## src/rtl/dsp_muladd_acc_pipe.sv

```systemverilog
// dsp_muladd_acc_pipe -- pipelined signed a*b+c / a*b+y multiply-accumulate, rev 1.0
// Define DSP_MULADD_SATURATE_EN to clamp results to OUT_WIDTH instead of wrapping.
`default_nettype none

module dsp_muladd_acc_pipe #(
  parameter int WIDTH      = 8,
  parameter int OUT_WIDTH  = 8,
  parameter int PIPE_DEPTH = 3
) (
  input  logic                        clock,
  input  logic                        reset,
  input  logic                        en,
  input  logic                        in_valid,
  input  logic signed [WIDTH-1:0]     a,
  input  logic signed [WIDTH-1:0]     b,
  input  logic signed [WIDTH-1:0]     c,
  input  logic                        mode,
  input  logic                        clr,
  output logic signed [OUT_WIDTH-1:0] y,
  output logic                        out_valid
);

  localparam int PROD_W = 2 * WIDTH;
  // One guard bit beyond 2*WIDTH+1 so a wide accumulator plus a maximal product cannot overflow before clamping.
  localparam int SUM_W  = 2 * WIDTH + 2;

  localparam logic signed [SUM_W-1:0] c_sat_max = {{(SUM_W-OUT_WIDTH+1){1'b0}}, {(OUT_WIDTH-1){1'b1}}};
  localparam logic signed [SUM_W-1:0] c_sat_min = ~c_sat_max;

  logic                     w_v;
  logic                     w_mode;
  logic signed [WIDTH-1:0]  w_c;
  logic signed [PROD_W-1:0] w_prod;

  generate
    if (PIPE_DEPTH == 1) begin : g_direct
      assign w_v    = in_valid;
      assign w_mode = mode;
      assign w_c    = c;
      assign w_prod = PROD_W'(a) * PROD_W'(b);
    end else begin : g_piped
      logic                     r_v1;
      logic                     r_mode1;
      logic signed [WIDTH-1:0]  r_a1;
      logic signed [WIDTH-1:0]  r_b1;
      logic signed [WIDTH-1:0]  r_c1;
      logic signed [PROD_W-1:0] w_prod1;

      always_ff @(posedge clock or negedge reset) begin
        if (!reset) begin
          r_v1    <= 1'b0;
          r_mode1 <= 1'b0;
          r_a1    <= '0;
          r_b1    <= '0;
          r_c1    <= '0;
        end else if (en) begin
          r_v1    <= in_valid;
          r_mode1 <= mode;
          r_a1    <= a;
          r_b1    <= b;
          r_c1    <= c;
        end
      end

      assign w_prod1 = PROD_W'(r_a1) * PROD_W'(r_b1);

      if (PIPE_DEPTH == 2) begin : g_short
        assign w_v    = r_v1;
        assign w_mode = r_mode1;
        assign w_c    = r_c1;
        assign w_prod = w_prod1;
      end else begin : g_deep
        localparam int N = PIPE_DEPTH - 2;
        logic                     r_v    [N];
        logic                     r_mode [N];
        logic signed [WIDTH-1:0]  r_c    [N];
        logic signed [PROD_W-1:0] r_prod [N];

        always_ff @(posedge clock or negedge reset) begin
          if (!reset) begin
            for (int i = 0; i < N; i++) begin
              r_v[i]    <= 1'b0;
              r_mode[i] <= 1'b0;
              r_c[i]    <= '0;
              r_prod[i] <= '0;
            end
          end else if (en) begin
            r_v[0]    <= r_v1;
            r_mode[0] <= r_mode1;
            r_c[0]    <= r_c1;
            r_prod[0] <= w_prod1;
            for (int i = 1; i < N; i++) begin
              r_v[i]    <= r_v[i-1];
              r_mode[i] <= r_mode[i-1];
              r_c[i]    <= r_c[i-1];
              r_prod[i] <= r_prod[i-1];
            end
          end
        end

        assign w_v    = r_v[N-1];
        assign w_mode = r_mode[N-1];
        assign w_c    = r_c[N-1];
        assign w_prod = r_prod[N-1];
      end
    end
  endgenerate

  logic signed [SUM_W-1:0]     w_acc;
  logic signed [SUM_W-1:0]     w_sum;
  logic signed [OUT_WIDTH-1:0] w_res;

  // clr only zeroes the accumulator operand; a mode-0 addend is never affected.
  assign w_acc = w_mode ? (clr ? '0 : SUM_W'(y)) : SUM_W'(w_c);
  assign w_sum = SUM_W'(w_prod) + w_acc;

`ifdef DSP_MULADD_SATURATE_EN
  always_comb begin
    w_res = w_sum[OUT_WIDTH-1:0];
    if (w_sum > c_sat_max)      w_res = c_sat_max[OUT_WIDTH-1:0];
    else if (w_sum < c_sat_min) w_res = c_sat_min[OUT_WIDTH-1:0];
  end
`else
  logic w_unused_sum_hi;
  assign w_unused_sum_hi = ^{w_sum[SUM_W-1:OUT_WIDTH], c_sat_max, c_sat_min};
  assign w_res = w_sum[OUT_WIDTH-1:0];
`endif

  always_ff @(posedge clock or negedge reset) begin
    if (!reset) begin
      y         <= '0;
      out_valid <= 1'b0;
    end else if (en) begin
      if (w_v) begin
        y         <= w_res;
        out_valid <= 1'b1;
      end else begin
        out_valid <= 1'b0;
        if (clr) y <= '0;
      end
    end
  end

endmodule

`default_nettype wire

```

## config.mk

```make
export PLATFORM = sky130hd
export DESIGN_NAME = dsp_muladd_acc_pipe
export DESIGN_NICKNAME = d
export VERILOG_FILES = /design/src/rtl/dsp_muladd_acc_pipe.sv
export SDC_FILE = /design/constraint.sdc
export NUM_CORES = 1
export LEC_CHECK = 0
export ABC_AREA = 1
export CAP_MARGIN = 0
export CORE_MARGIN = 1
export CORE_UTILIZATION = 55
export DETAILED_ROUTE_END_ITERATION = 10
export DONT_BUFFER_PORTS = 1
export PLACE_DENSITY = 0.8
export SLEW_MARGIN = 15
export SYNTH_ARGS = -nofsm -noshare
export SYNTH_HDL_FRONTEND = slang
export SYNTH_SLANG_ARGS = --single-unit
```

## constraint.sdc

```tcl
create_clock -name clock -period 4.12 [get_ports clock]
set_input_delay 0.824 -clock clock [delete_from_list [all_inputs] [get_ports clock]]
set_output_delay 0.824 -clock clock [all_outputs]
set_load 0.005 [all_outputs]
```

==> metrics.yaml <==
grt_start_max_net_pins: 57
r2r_end: "g_piped.g_deep.r_prod[7]"
ff2ff_setup_slack_ns: 0.25
critical_path_arrival_ns: 4.08
yosysWarningCount: 0
tightest_slew_ns: 0.6002
grt_use_total_pct: 22.84
final_common_cell: "nand2_1"
worstPathMaxFanout: 6
postRouteAntennaNets: 0
leakage_nw: 2.131
area_delta_synth_final_pct: 2.816
synthMuxAreaShare_pct: 0
wire_per_inst_um: 12.75
crit_path_end_kind: "flip-flop"
ys_top_cells_by_area: "dfrtp_1 (38%), nand2_1 (22%), ha_1 (9.3%)"
synth_top_family_by_area: "simple AND/OR/NAND/NOR gates"
multi_input_area_mm2: 0.001749
nFillCells: 536
cts.sinks: 53
drc: 0
drive_gt1_share_pct: 5.628
rsz0062_at_grt: "false"
root_buffer: "clkbuf_8"
post_cts_resized: 0
cts_setup_buffers: 0
hold_class: "primary input to async pin"
gp_congestion: 0.8805
antenna_found_initial: 0
ir_worst_vdd_v: 0.0003035
start_util_pct: 58.24
routed_wl_um: 6849
ys_types: 25
clock_latency_ns: 0.31
grt_pass1_wl_um: 11500
ys_seq_area_share_pct: 37.79
reg2regPathDepth: 19
syn_area_mm2: 0.003510
die_w_um: 81.88
cts_made_buffers: 5
p_per_area_mw_per_mm2: 407.3
path_clk_slew_ns: 0.11
register_area_mm2: 0.001329
die-area_mm2: 0.006704
synth-simple-area-share_pct: 26.27
fmax_mhz: 258.1
rr_startpoint: "g_piped.r_a1[3]"
port-buffer-count: 0
syn-instance-count: 467
period_needed_ns: 3.875
slew_headroom_pct: 59.93
grt_remaining_overflow: 0
post-route-period-util_pct: 94.05
synthAdderAreaFrac_pct: 16.68
first_iter_violations: 154
num_vias: 2716
crit_type: "flip-flop to flip-flop"
antennaDiodeCount: 0
htree_levels: 2
nNetsFinal: 530
core-area_mm2: 0.006026
drt-pass1-iter-count: 7
status: "finished clean"
row_count: 28
critPathLaunchType: "flip-flop"
viasPerCell: 5.058
grt_pass1_vias: 2592
cts_buffer_depth: 2
hold_ws_ns: 0.1873
ios: 39
ys_ff_latch: 53
place_hpwl_um: 5098
final_cell_mix: "nand2_1 (204), inv_1 (80), dfrtp_1 (51), ha_1 (26), o21ai_0 (21)"
avgSynthCellArea_um2: 7.515
cts_hold_buf: 0
yosys.area.top_type: "dfrtp_1"
finalSetupViolations: 0
finalClockSkew_ns: 0.007722
synth_nets: 536
slew_viol_final: 0
cts_tree: "yes"
tns_ns: 0
maxCapViolCount: 0
finalHoldViolCount: 0
yosysTopAreaCellShare_pct: 37.79
die-height_um: 81.88
synth-xor-area-share_pct: 0.9626
synth_compound_area_share_pct: 5.918
required_ns: 4.33
[sequential cells by signal (all words and copies together) (netlist names)]
register / flops
out_valid: 1
g_piped.r_c1: 8
g_piped.r_b1: 8
g_piped.g_deep.r_c: 8
g_piped.g_deep.r_prod: 8
g_piped.g_deep.r_v: 1
g_piped.r_mode1: 1
y: 8
g_piped.g_deep.r_mode: 1
g_piped.r_a1: 8
g_piped.r_v1: 1
[area by class of cell]
cell class,count,area share (%)
multi-input cells,311,48.47
flip-flops and latches,53,36.82
inverters,89,9.258
well taps,75,2.601
clock buffers,5,1.907
clock inverters,3,0.7282
repair buffers,1,0.2080
[worst max-delay path: stages, from the launching register on]
cell,delay [ns]
dfrtp_1,0.47
nand2_1,0.13
fa_1,0.53
inv_1,0.05
ha_1,0.29
fa_1,0.54
inv_1,0.05
fa_1,0.52
inv_1,0.04
ha_1,0.32
nand2_1,0.07
nand2_1,0.04
nor2_1,0.14
nand3_1,0.15
nand2_1,0.11
nand2_1,0.05
nand2_1,0.06
nand3_1,0.06
nand3_1,0.06
nand2_1,0.06
[cell families after synthesis]
| family | Yosys count |
|---|---|
| flip-flops | 53 |
| AO/OA/AOI/OAI | 38 |
| AND/OR/NAND/NOR | 231 |
| buffers and inverters | 103 |
| adder cells (fa/ha/maj) | 39 |
| XOR/XNOR | 3 |
[through the flow]
step / area (µm²) / worst slack [ns] / utilization, % / total power (W) / std cells
floorplan: 3510 / 0.4942 / - / 0.001062 / 467
global placement: 3511 / 0.3853 / 58.26 / 0.001132 / 529
detailed placement: 3511 / 0.2402 / 58.26 / 0.001158 / 529
CTS: 3606 / 0.2196 / 59.84 / 0.001477 / 537
global route: 3608 / 0.004805 / 59.88 / 0.001589 / 537
finish: 3608 / 0.2451 / 59.88 / 0.001470 / 537
[where the power goes]
part / total (W) / internal (W) / leakage (nW) / switching (W)
clock: 0.000316 / 0.000124 / 0.0423 / 0.000192
sequential: 0.000683 / 0.000605 / 0.657 / 0.0000775
combinational: 0.000471 / 0.000185 / 1.43 / 0.000285
total: 0.00147 / 0.000914 / 2.13 / 0.000555
[cell usage after synthesis, drive strengths merged]
cell and number:
a21oi 6, buf 5, clkbuf 9, clkinv 4, dfrtp 53, fa 13, ha 26, inv 85
nand2 209, nand3 16, nand4 1, nor2 5, o21ai 22, o22ai 9, o31ai 1, xor2 3
[how the worst max path moves through the flow]
stage / startpoint / endpoint / slack (ns) / cells after the start
floorplan: g_piped.r_a1[2] / g_piped.g_deep.r_prod[7] / 0.49 / 19
finish: g_piped.r_a1[3] / g_piped.g_deep.r_prod[7] / 0.25 / 19
detailed placement: g_piped.r_a1[2] / g_piped.g_deep.r_prod[7] / 0.24 / 19
global placement: g_piped.r_a1[2] / g_piped.g_deep.r_prod[7] / 0.39 / 19
global route: g_piped.r_b1[2] / g_piped.g_deep.r_prod[7] / 0.005 / 19
CTS: g_piped.r_a1[2] / g_piped.g_deep.r_prod[7] / 0.22 / 19
[layer usage]
layer,global-route usage [%],up-vias,routed length (µm)
met4,5.439,0,70
met3,4.111,9,337
met2,36.20,78,3179
met5,0,-,0
met1,32.45,1243,3261
li1,-,1386,-
Note: power is estimated with default switching activity, not from simulation.
